### config.mk
export PLATFORM = sky130hd
export DESIGN_NAME = rvh_l1d_ptw_walker
export DESIGN_NICKNAME = d
export VERILOG_FILES = /design/src/rtl/rvh_l1d_pkg.sv /design/src/rtl/rvh_l1d_ptw_pte_check.sv /design/src/rtl/rvh_l1d_ptw_walker.sv
export SDC_FILE = /design/constraint.sdc
export NUM_CORES = 1
export LEC_CHECK = 0
export ABC_AREA = 0
export CORE_ASPECT_RATIO = 2
export CORE_MARGIN = 8
export CORE_UTILIZATION = 48
export DETAILED_ROUTE_END_ITERATION = 8
export GPL_ROUTABILITY_DRIVEN = 0
export PLACE_DENSITY = 0.95
export SKIP_CTS_REPAIR_TIMING = 1
export SYNTH_ARGS = -nofsm -noshare
export SYNTH_HDL_FRONTEND = slang
export SYNTH_HIERARCHICAL = 1
export SYNTH_SLANG_ARGS = --single-unit
### constraint.sdc
create_clock -name clk -period 8.6 [get_ports clk]
set_input_delay 1.29 -clock clk [delete_from_list [all_inputs] [get_ports clk]]
set_output_delay 1.29 -clock clk [all_outputs]
set_load 0.01 [all_outputs]
### src/rtl/rvh_l1d_pkg.sv
// Shared L1D definitions: interface widths, Sv39 PTE field positions and the
// page-table-walker state encoding.
package rvh_l1d_pkg;

  localparam int VPN_WIDTH         = 27;
  localparam int PPN_WIDTH         = 44;
  localparam int PADDR_WIDTH       = 56;
  localparam int PTE_WIDTH         = 64;
  localparam int PTW_ID_WIDTH      = 1;
  localparam int PT_LEVELS         = 3;
  localparam int PAGE_OFFSET_WIDTH = 12;
  localparam int VPN_SEG_WIDTH     = 9;

  // Sv39 PTE field positions
  localparam int PTE_V_BIT   = 0;
  localparam int PTE_R_BIT   = 1;
  localparam int PTE_W_BIT   = 2;
  localparam int PTE_X_BIT   = 3;
  localparam int PTE_PPN_LSB = 10;
  localparam int PTE_PPN_MSB = 53;

  typedef enum logic [1:0] {
    PTW_IDLE,
    PTW_L1D_REQ,
    PTW_WAIT_RESP,
    PTW_TLB_RESP
  } ptw_state_e;

  // VPN slice that indexes the page table at the given level.
  function automatic logic [VPN_SEG_WIDTH-1:0] vpn_seg(input logic [VPN_WIDTH-1:0] vpn,
                                                       input logic [1:0]           level);
    logic [VPN_SEG_WIDTH-1:0] seg;
    case (level)
      2'd0:    seg = vpn[8:0];
      2'd1:    seg = vpn[17:9];
      2'd2:    seg = vpn[26:18];
      default: seg = '0;
    endcase
    return seg;
  endfunction

endpackage

### src/rtl/rvh_l1d_ptw_pte_check.sv
// Combinational Sv39 PTE classifier: leaf/fault decision and next-level PPN.
// Shared by the data-side and instruction-side walkers.
module rvh_l1d_ptw_pte_check
  import rvh_l1d_pkg::*;
(
  input  logic [PTE_WIDTH-1:0] pte,
  input  logic [1:0]           level,
  output logic                 leaf,
  output logic                 fault,
  output logic [PPN_WIDTH-1:0] next_ppn
);

  logic pte_v, pte_r, pte_w, pte_x;
  logic unused_pte_bits;

  assign pte_v    = pte[PTE_V_BIT];
  assign pte_r    = pte[PTE_R_BIT];
  assign pte_w    = pte[PTE_W_BIT];
  assign pte_x    = pte[PTE_X_BIT];
  assign next_ppn = pte[PTE_PPN_MSB:PTE_PPN_LSB];

  assign unused_pte_bits = ^{pte[PTE_WIDTH-1:PTE_PPN_MSB+1], pte[PTE_PPN_LSB-1:PTE_X_BIT+1]};

  always_comb begin
    // NOTE: every output is assigned up front so no path through this block
    // leaves a value unassigned, which would otherwise infer a latch.
    leaf  = pte_r | pte_x;
    fault = 1'b0;
    if (!pte_v || (!pte_r && pte_w)) begin
      fault = 1'b1;
    end else if (leaf) begin
      // Superpages must be naturally aligned to their level's page size.
      if (level == 2'd2 && next_ppn[17:0] != '0) fault = 1'b1;
      if (level == 2'd1 && next_ppn[8:0]  != '0) fault = 1'b1;
    end else if (level == 2'd0) begin
      fault = 1'b1;
    end
  end

endmodule

### src/rtl/rvh_l1d_ptw_walker.sv
// Sv39 page-table walker: issues PTE loads into the L1D, walks levels 2..0 and
// hands a leaf PTE or a page fault back to the TLB.
module rvh_l1d_ptw_walker
  import rvh_l1d_pkg::*;
(
  input  logic                    clk,
  input  logic                    rst,
  input  logic                    flush_i,
  input  logic [PPN_WIDTH-1:0]    satp_ppn_i,
  input  logic                    tlb_ptw_req_vld_i,
  output logic                    tlb_ptw_req_rdy_o,
  input  logic [VPN_WIDTH-1:0]    tlb_ptw_req_vpn_i,
  output logic                    ptw_l1d_req_vld_o,
  input  logic                    ptw_l1d_req_rdy_i,
  output logic [PTW_ID_WIDTH-1:0] ptw_l1d_req_id_o,
  output logic [PADDR_WIDTH-1:0]  ptw_l1d_req_paddr_o,
  input  logic                    l1d_ptw_walk_vld_i,
  input  logic [PTW_ID_WIDTH-1:0] l1d_ptw_walk_id_i,
  input  logic [PTE_WIDTH-1:0]    l1d_ptw_walk_pte_i,
  output logic                    ptw_tlb_resp_vld_o,
  input  logic                    ptw_tlb_resp_rdy_i,
  output logic [VPN_WIDTH-1:0]    ptw_tlb_resp_vpn_o,
  output logic [PTE_WIDTH-1:0]    ptw_tlb_resp_pte_o,
  output logic [1:0]              ptw_tlb_resp_level_o,
  output logic                    ptw_tlb_resp_fault_o
);

  ptw_state_e              state_q, state_d;
  logic [VPN_WIDTH-1:0]    vpn_q;
  logic [PPN_WIDTH-1:0]    cur_ppn_q;
  logic [1:0]              level_q;
  logic [PTW_ID_WIDTH-1:0] walk_id_q;
  logic [PTE_WIDTH-1:0]    resp_pte_q;
  logic [1:0]              resp_level_q;
  logic                    resp_fault_q;

  logic                    pte_leaf, pte_fault;
  logic [PPN_WIDTH-1:0]    pte_next_ppn;
  logic                    req_fire, walk_hit, tlb_fire, walk_done;

  rvh_l1d_ptw_pte_check u_pte_check (
    .pte      (l1d_ptw_walk_pte_i),
    .level    (level_q),
    .leaf     (pte_leaf),
    .fault    (pte_fault),
    .next_ppn (pte_next_ppn)
  );

  assign req_fire  = tlb_ptw_req_vld_i & tlb_ptw_req_rdy_o;
  assign walk_hit  = (state_q == PTW_WAIT_RESP) & l1d_ptw_walk_vld_i &
                     (l1d_ptw_walk_id_i == walk_id_q) & ~flush_i;
  assign walk_done = pte_leaf | pte_fault;
  assign tlb_fire  = (state_q == PTW_TLB_RESP) & ptw_tlb_resp_rdy_i;

  always_comb begin
    state_d = state_q;
    if (flush_i) begin
      state_d = PTW_IDLE;
    end else begin
      case (state_q)
        PTW_IDLE:      if (tlb_ptw_req_vld_i)  state_d = PTW_L1D_REQ;
        PTW_L1D_REQ:   if (ptw_l1d_req_rdy_i)  state_d = PTW_WAIT_RESP;
        PTW_WAIT_RESP: if (walk_hit)           state_d = walk_done ? PTW_TLB_RESP : PTW_L1D_REQ;
        PTW_TLB_RESP:  if (ptw_tlb_resp_rdy_i) state_d = PTW_IDLE;
        default:                               state_d = PTW_IDLE;
      endcase
    end
  end

  // NOTE: state is updated with non-blocking assignments so every flop samples
  // pre-edge values regardless of the order the always blocks are evaluated in.
  always_ff @(posedge clk or posedge rst) begin
    if (rst) state_q <= PTW_IDLE;
    else     state_q <= state_d;
  end

  always_ff @(posedge clk or posedge rst) begin
    if (rst) begin
      vpn_q        <= '0;
      cur_ppn_q    <= '0;
      level_q      <= 2'd2;
      walk_id_q    <= '0;
      resp_pte_q   <= '0;
      resp_level_q <= '0;
      resp_fault_q <= 1'b0;
    end else begin
      if (req_fire) begin
        vpn_q     <= tlb_ptw_req_vpn_i;
        cur_ppn_q <= satp_ppn_i;
        level_q   <= 2'd2;
      end
      if (walk_hit) begin
        if (walk_done) begin
          resp_pte_q   <= pte_fault ? '0 : l1d_ptw_walk_pte_i;
          resp_level_q <= level_q;
          resp_fault_q <= pte_fault;
        end else begin
          cur_ppn_q <= pte_next_ppn;
          level_q   <= level_q - 2'd1;
        end
      end
      // A new id on abort orphans any response still in flight from the L1D.
      if ((flush_i && state_q != PTW_IDLE) || tlb_fire) begin
        walk_id_q <= ~walk_id_q;
      end
    end
  end

  // {ppn, 12'b0} + seg*8 never carries out of the page offset, so it is a concat.
  assign ptw_l1d_req_paddr_o = (state_q == PTW_L1D_REQ)
                             ? {cur_ppn_q, vpn_seg(vpn_q, level_q), 3'b000}
                             : '0;

  assign tlb_ptw_req_rdy_o    = (state_q == PTW_IDLE) & ~flush_i;
  assign ptw_l1d_req_vld_o    = (state_q == PTW_L1D_REQ);
  assign ptw_l1d_req_id_o     = walk_id_q;
  assign ptw_tlb_resp_vld_o   = (state_q == PTW_TLB_RESP);
  assign ptw_tlb_resp_vpn_o   = vpn_q;
  assign ptw_tlb_resp_pte_o   = resp_pte_q;
  assign ptw_tlb_resp_level_o = resp_level_q;
  assign ptw_tlb_resp_fault_o = resp_fault_q;

endmodule
Word-level counts from Yosys, hierarchy flattened
Index checks and enable logic that the tools add are counted.

Add/subtract/negate cells: 1. Eq/ne operators: 10. Muxes and demuxes: 21. Bitwise logic cells: 10. Reductions and logical operators: 15.

Operator list (count): 44-bit two-way mux (3); 64-bit two-way mux (1); 56-bit two-way mux (1); 9-bit one-hot mux with 3 select lines (1); 2-bit two-way mux (9); 18-bit nonzero test (1); 9-bit nonzero test (1); 2-bit one-hot mux with 4 select lines (1); 1-bit AND (6); 2-bit == test (second input constant) (3); 3-bit by 2-bit != test with 1-bit output (second input constant) (2); 3-bit != test (second input constant) (2); 1-bit two-way mux (5); 2-bit by 1-bit == test with 1-bit output (second input constant) (2); 1-bit logical AND (4); 2-bit zero test (2); 4-bit AND reduction (1); 1-bit zero test (2); 1-bit logical OR (2); 1-bit inverter (2); 1-bit OR (2); 2-bit AND reduction (1); 2-bit nonzero test (1); 2-bit by 1-bit subtractor with 2-bit output (second input constant) (1); 1-bit == test (1).

Bits in registers: 143. Input bits: 143. Output and inout bits: 154. Word-level logic and storage cells: 65.

Depth between registers and ports, before layout
Depth after elaboration: 11. Depth in mapped cells: 9. Mapped depth without buffers: 7.

Modules after synthesis
The synthesis kept the hierarchy.

Modules (own cells, without submodules): rvh_l1d_ptw_walker (instances 1, cells each 526, area an instance 7154.4 um^2, seq. area each 3579.7 um^2); rvh_l1d_ptw_pte_check (instances 1, cells each 60, area an instance 422.9 um^2, seq. area each 0.0 um^2).

Worst setup path before layout
Ideal clock, no wire load.

Kind: input to register. From: in l1d_ptw_walk_pte_i[12]. To: reg resp_level_q[0] (netlist: ptw_tlb_resp_level_o[0]). Library setup time: 125 ps. Arrival time: 3010 ps. Required time: 8475 ps. Setup slack: 5465 ps. Cell stages on the path: 9. Path buffers: 2. Cell sequence: nor4_2 nand3_1 o2111ai_1 o2111ai_1 nor2_1 nand3b_2 buf_6 buf_6 mux2_4.

Cells in the longest elaborated chain, start to end: 8. Elaborated cells between the ends (all ways): 10. Those cells by class: mux (4); bitwise (1); reduce/logical (5).

RTL lines: start: declaration (RTL line rvh_l1d_ptw_walker.sv:19) `input logic [PTE_WIDTH-1:0] l1d_ptw_walk_pte_i,`; 18-bit nonzero test (RTL line rvh_l1d_ptw_pte_check.sv:33) `if (level == 2'd2 && next_ppn[17:0] != '0) fault = 1'b1;`; 1-bit logical AND (RTL line rvh_l1d_ptw_pte_check.sv:33); 1-bit two-way mux (RTL line rvh_l1d_ptw_pte_check.sv:33); 1-bit two-way mux (*) (RTL line rvh_l1d_ptw_pte_check.sv:34) `if (level == 2'd1 && next_ppn[8:0] != '0) fault = 1'b1;`; 1-bit two-way mux (*) (RTL line rvh_l1d_ptw_pte_check.sv:31) `end else if (leaf) begin`; 1-bit two-way mux (*) (RTL line rvh_l1d_ptw_pte_check.sv:29) `if (!pte_v || (!pte_r && pte_w)) begin`; via pte_fault (RTL line rvh_l1d_ptw_walker.sv:37) `logic pte_leaf, pte_fault;`; 1-bit OR (*) (RTL line rvh_l1d_ptw_walker.sv:52) `assign walk_done = pte_leaf | pte_fault;`; 2-bit AND reduction (no line) (*); end signal: assignment (RTL line rvh_l1d_ptw_walker.sv:95) `resp_level_q <= level_q;`; end: declaration (RTL line rvh_l1d_ptw_walker.sv:34) `logic [1:0] resp_level_q;`.

Mark *: on every way through the listed nets, which the timed path passes. The rest lies on a longest branch. A chain may end at the register's enable or synchronous reset.

Final worst setup path
From: reg state_q[0]. To: out ptw_l1d_req_paddr_o[6].

Cells in the longest elaborated chain, start to end: 2.

RTL lines: start: declaration (RTL line rvh_l1d_ptw_walker.sv:28) `ptw_state_e state_q, state_d;`; start signal: assignment (RTL line rvh_l1d_ptw_walker.sv:74) `else state_q <= state_d;`; 2-bit by 1-bit == test with 1-bit output (RTL line rvh_l1d_ptw_walker.sv:110) `assign ptw_l1d_req_paddr_o = (state_q == PTW_L1D_REQ)`; 56-bit two-way mux (RTL line rvh_l1d_ptw_walker.sv:111) `? {cur_ppn_q, vpn_seg(vpn_q, level_q), 3'b000}`; end: declaration (RTL line rvh_l1d_ptw_walker.sv:16) `output logic [PADDR_WIDTH-1:0] ptw_l1d_req_paddr_o,`.

Every way passes these cells.

==> results <==
- The run finished with clean final reports.
- The net count reported at finish is 967.
- The amount of wire on met2 after detailed routing is 11,200 um.
- For this run, the register share of the synthesized area comes to 47.2%.
- The number of max-capacitance violations reported is 0.
- The count of final setup violators is 0.
- The area of the mapped netlist is 7580 um^2.
- The root cell of the clock tree is sky130_fd_sc_hd__clkbuf_16.
- The clock arrives with 0.00901 ns of skew.
- Of all nets on the critical path, the largest fanout is 46.
- The path type of the worst min-delay path is flop to flop.
- The die is 105 um wide.
- The final count of hold timing violations came to 0.
- The finished layout holds 1,034 standard cells, fillers aside.
- Clock tree synthesis found a total of 143 sinks.
- Entering global routing, the biggest net connects 79 pins.
- The async set-or-reset flop fraction in the synthesized netlist is 100%.
- From synthesis to final layout, the design area changed by 43.1%.
- The post-synthesis cell count is 586.
- After synthesis, the most frequently instantiated cells are sky130_fd_sc_hd__dfrtp_1 (142), sky130_fd_sc_hd__mux2_2 (141), sky130_fd_sc_hd__nor2b_1 (65).
- After synthesis the netlist holds a flip-flop and latch count of 143.
- The count of nets left with antenna violations once routing finished came out at 0.
- In this run the vertical extent of the chip is 194 um.
- The worst-case IR drop observed on VDD is 0.150 mV.
- For this run, the total global-route usage over all layers was measured as 22.6%.
- The buffer levels on the longest clock path is 2.
- After detailed routing, the number of remaining DRC violations is 0.
- The initial antenna violation count was 1.
- After legalization and detailed placement, the total HPWL measured 17,000 um.
- The number of antenna diodes in the final layout is 0.
- Once routing completed, OpenROAD measured the worst setup slack at 4.07 ns.
- In the synthesized netlist the dominant register cell turns out to be sky130_fd_sc_hd__dfrtp_1.
- The leakage component of the power is 4.67 nW.
- TritonCTS built the clock tree.
- The share of the core filled with cells in the final layout is 69.4%.
- At the worst endpoint, the arrival time is 3.24 ns.
- The number of filler instances in the final layout is 1,098.
- The most common cell in the netlist is sky130_fd_sc_hd__dfrtp_1.
- The clock latency on the worst-skew pair is 0.42 ns.
- The routed metal-1 wirelength is 8760 um.
- Summed over all layers, the routed wires come to 23,000 um.
- The length of routed met3 wiring is 2510 um.
- The largest total area in the synthesized netlist belongs to sky130_fd_sc_hd__dfrtp_1.
- Along the worst hold path, the cell count comes to 1.
- The number of buffers inserted during clock tree synthesis is 17.
- Counting flops with a built-in enable in the synthesized netlist gives 0.
- Final hold analysis gives a worst-case slack of 0.504 ns.
- The total power divided by cell area is 212 nW/um^2.
- The element type at the critical path start is a flop.
- In this run the tightest slew margin relative to its limit is 27.6%.
- The average via count per standard cell is 5.29.
- The shortest period the worst path allows is 4.53 ns.
- The final-report max-slew violation count is 0.
- The required time of the worst setup path is 7.31 ns.
- Setup repair after global routing left no endpoint under its margin.
- In the finished design, the share of the clock period the worst path needs comes to 52.7%.
- The kind of end point of the critical path is an output port.
- Before antenna repair, the detailed router went through 5 iterations.
- Input and output buffers added on the ports amount to 293.
- The maximum level of the CTS H-tree is 4.
- The total placed cells including tap cells is 1,002.
- After the first detailed-routing iteration, the DRC count stood at 198.
- Of the post-synthesis cell area, the dominant cell type holds 46.9%.
- By area the synthesized netlist is led by sky130_fd_sc_hd__dfrtp_1 (47%), sky130_fd_sc_hd__mux2_2 (21%), sky130_fd_sc_hd__mux2_4 (8.1%), sky130_fd_sc_hd__nor2b_1 (5.4%), sky130_fd_sc_hd__buf_4 (4.9%).
- The core region is 15,600 um^2.
- The count of standard-cell rows is 65.
- After detailed routing, the average wire length per cell comes to 22.2 um.
- The sum of overflow across all layers after global routing is 0.
- Summed over all failing endpoints, the final setup total negative slack is 0 ns.
- The global-route wire length before repair is 35,800 um.
- The clock transition at the register clock pins on the worst setup and hold paths after CTS is 0.06 ns.
- The critical path start-end classification is flop to output port.
- The synthesized area per cell is 12.9 um^2.
- The total I/O pin count is 297.
- Once the floorplan was initialized, standard cells occupied 48.5% of the core.
- Derived from the worst setup path, the maximum achievable clock frequency is 221 MHz.
- At the placement stage, the worst setup path has a slack of 3.79 ns.
- Synthesis instantiated 39 different standard cells from the library.
- After detailed routing, no signal wire sits above met5.
- The floorplan step defined a die boundary enclosing 20,300 um^2.
- The via count of the routed design is 5,468.
- The measured slew at the worst slew-check pin is 1.08 ns.
- The number of global-route vias before repair came to 6,116.
- Counting cells, the worst reg-to-reg path comes to 4.
- Of the cells placed in the final design, the portion with a size suffix greater than 1 is 27.6%.
- For this run, the number of Yosys warnings is 6.
## cell type report
type	instances	area (um^2)	share of cell area [%]
clock buffers	19	453	4.18
clock inverters	13	163	1.50
inverters	5	23.8	0.219
multi-input cells	356	3410	31.4
flip-flops and latches	143	3580	33.0
well taps	201	251	2.32
repair buffers	297	2960	27.3
## worst max-delay path: stages, from the launching register on
cell and delay, ns:
sky130_fd_sc_hd__dfrtp_1 0.57, sky130_fd_sc_hd__nor2b_4 0.91, sky130_fd_sc_hd__nand2b_1 0.47, sky130_fd_sc_hd__nor2_1 0.26
sky130_fd_sc_hd__clkdlybuf4s50_1 0.59
## per-layer routing
metal  vias to the layer above  GRT usage, %
met5                         -             0
met4                         2          8.25
met3                        34          11.0
met2                       301          36.3
met1                      2699          25.3
li1                       2432             -
## final timing paths
kind,startpoint,end,slack (ns)
worst min register to register,ptw_tlb_resp_fault_o,ptw_tlb_resp_fault_o,0.50
worst min-delay path,ptw_tlb_resp_fault_o,ptw_tlb_resp_fault_o,0.50
worst max-delay path,state_q[0],ptw_l1d_req_paddr_o[6],4.07
min in group asynchronous,rst,ptw_tlb_resp_pte_o[56],1.32
worst max register to register,state_q[1],cur_ppn_q[40],5.43
max in group asynchronous,rst,cur_ppn_q[9],5.83
## layout by cell type, fill, tap and decap left out, types with 2 or more instances in the layout
master                              n
sky130_fd_sc_hd__clkdlybuf4s50_1  293
sky130_fd_sc_hd__dfrtp_1          142
sky130_fd_sc_hd__mux2_2           141
sky130_fd_sc_hd__nor2b_1           64
sky130_fd_sc_hd__and2_1            45
sky130_fd_sc_hd__mux2_4            41
sky130_fd_sc_hd__clkbuf_16         17
sky130_fd_sc_hd__nor2_1            15
sky130_fd_sc_hd__a222oi_1           9
sky130_fd_sc_hd__nor3_1             5
sky130_fd_sc_hd__inv_1              4
sky130_fd_sc_hd__ha_1               4
sky130_fd_sc_hd__buf_4              4
sky130_fd_sc_hd__a21oi_1            3
sky130_fd_sc_hd__nand3_1            3
sky130_fd_sc_hd__conb_1             3
sky130_fd_sc_hd__bufinv_16          3
sky130_fd_sc_hd__clkinv_4           3
sky130_fd_sc_hd__clkinvlp_4         3
sky130_fd_sc_hd__clkinv_2           3
sky130_fd_sc_hd__inv_6              2
sky130_fd_sc_hd__or2_2              2
sky130_fd_sc_hd__a21o_1             2
sky130_fd_sc_hd__clkbuf_8           2
## sequential cells by signal (all words and copies together), names as in the netlist
register              flops
ptw_tlb_resp_pte_o       64
cur_ppn_q                44
ptw_tlb_resp_vpn_o       27
level_q                   2
ptw_tlb_resp_level_o      2
state_q                   2
ptw_l1d_req_id_o          1
ptw_tlb_resp_fault_o      1
## cells by family (layout without fill, tap and decap cells)
group	count (synthesis)	after routing	synth area share, %
DFF	143	143	47.2
xor gates and xnor gates	2	2	0.330
AOI/OAI and AO/OA	20	20	2.23
adders and majority gates	4	4	0.661
and+or+nand+nor	144	144	11.8
muxes	183	183	29.2
buffers and inverters	89	334	8.45
other	1	3	0.0495
## power breakdown
group | leakage (nW) | switching, mW | internal, mW
registers | 1.82 | 0.0859 | 0.797
clock network | 0.295 | 0.295 | 0.472
logic | 2.56 | 0.237 | 0.407
total | 4.67 | 0.618 | 1.68
## stage by stage
| step | area [um^2] | total power [mW] |
|---|---|---|
| after floorplan | 7580 | 1.20 |
| after global placement | 10200 | 1.51 |
| after detailed placement | 10200 | 1.54 |
| after CTS | 10800 | 2.32 |
| after global routing | 10800 | 2.40 |
| final | 10800 | 2.29 |
Note: power is estimated with default switching activity, not from simulation.
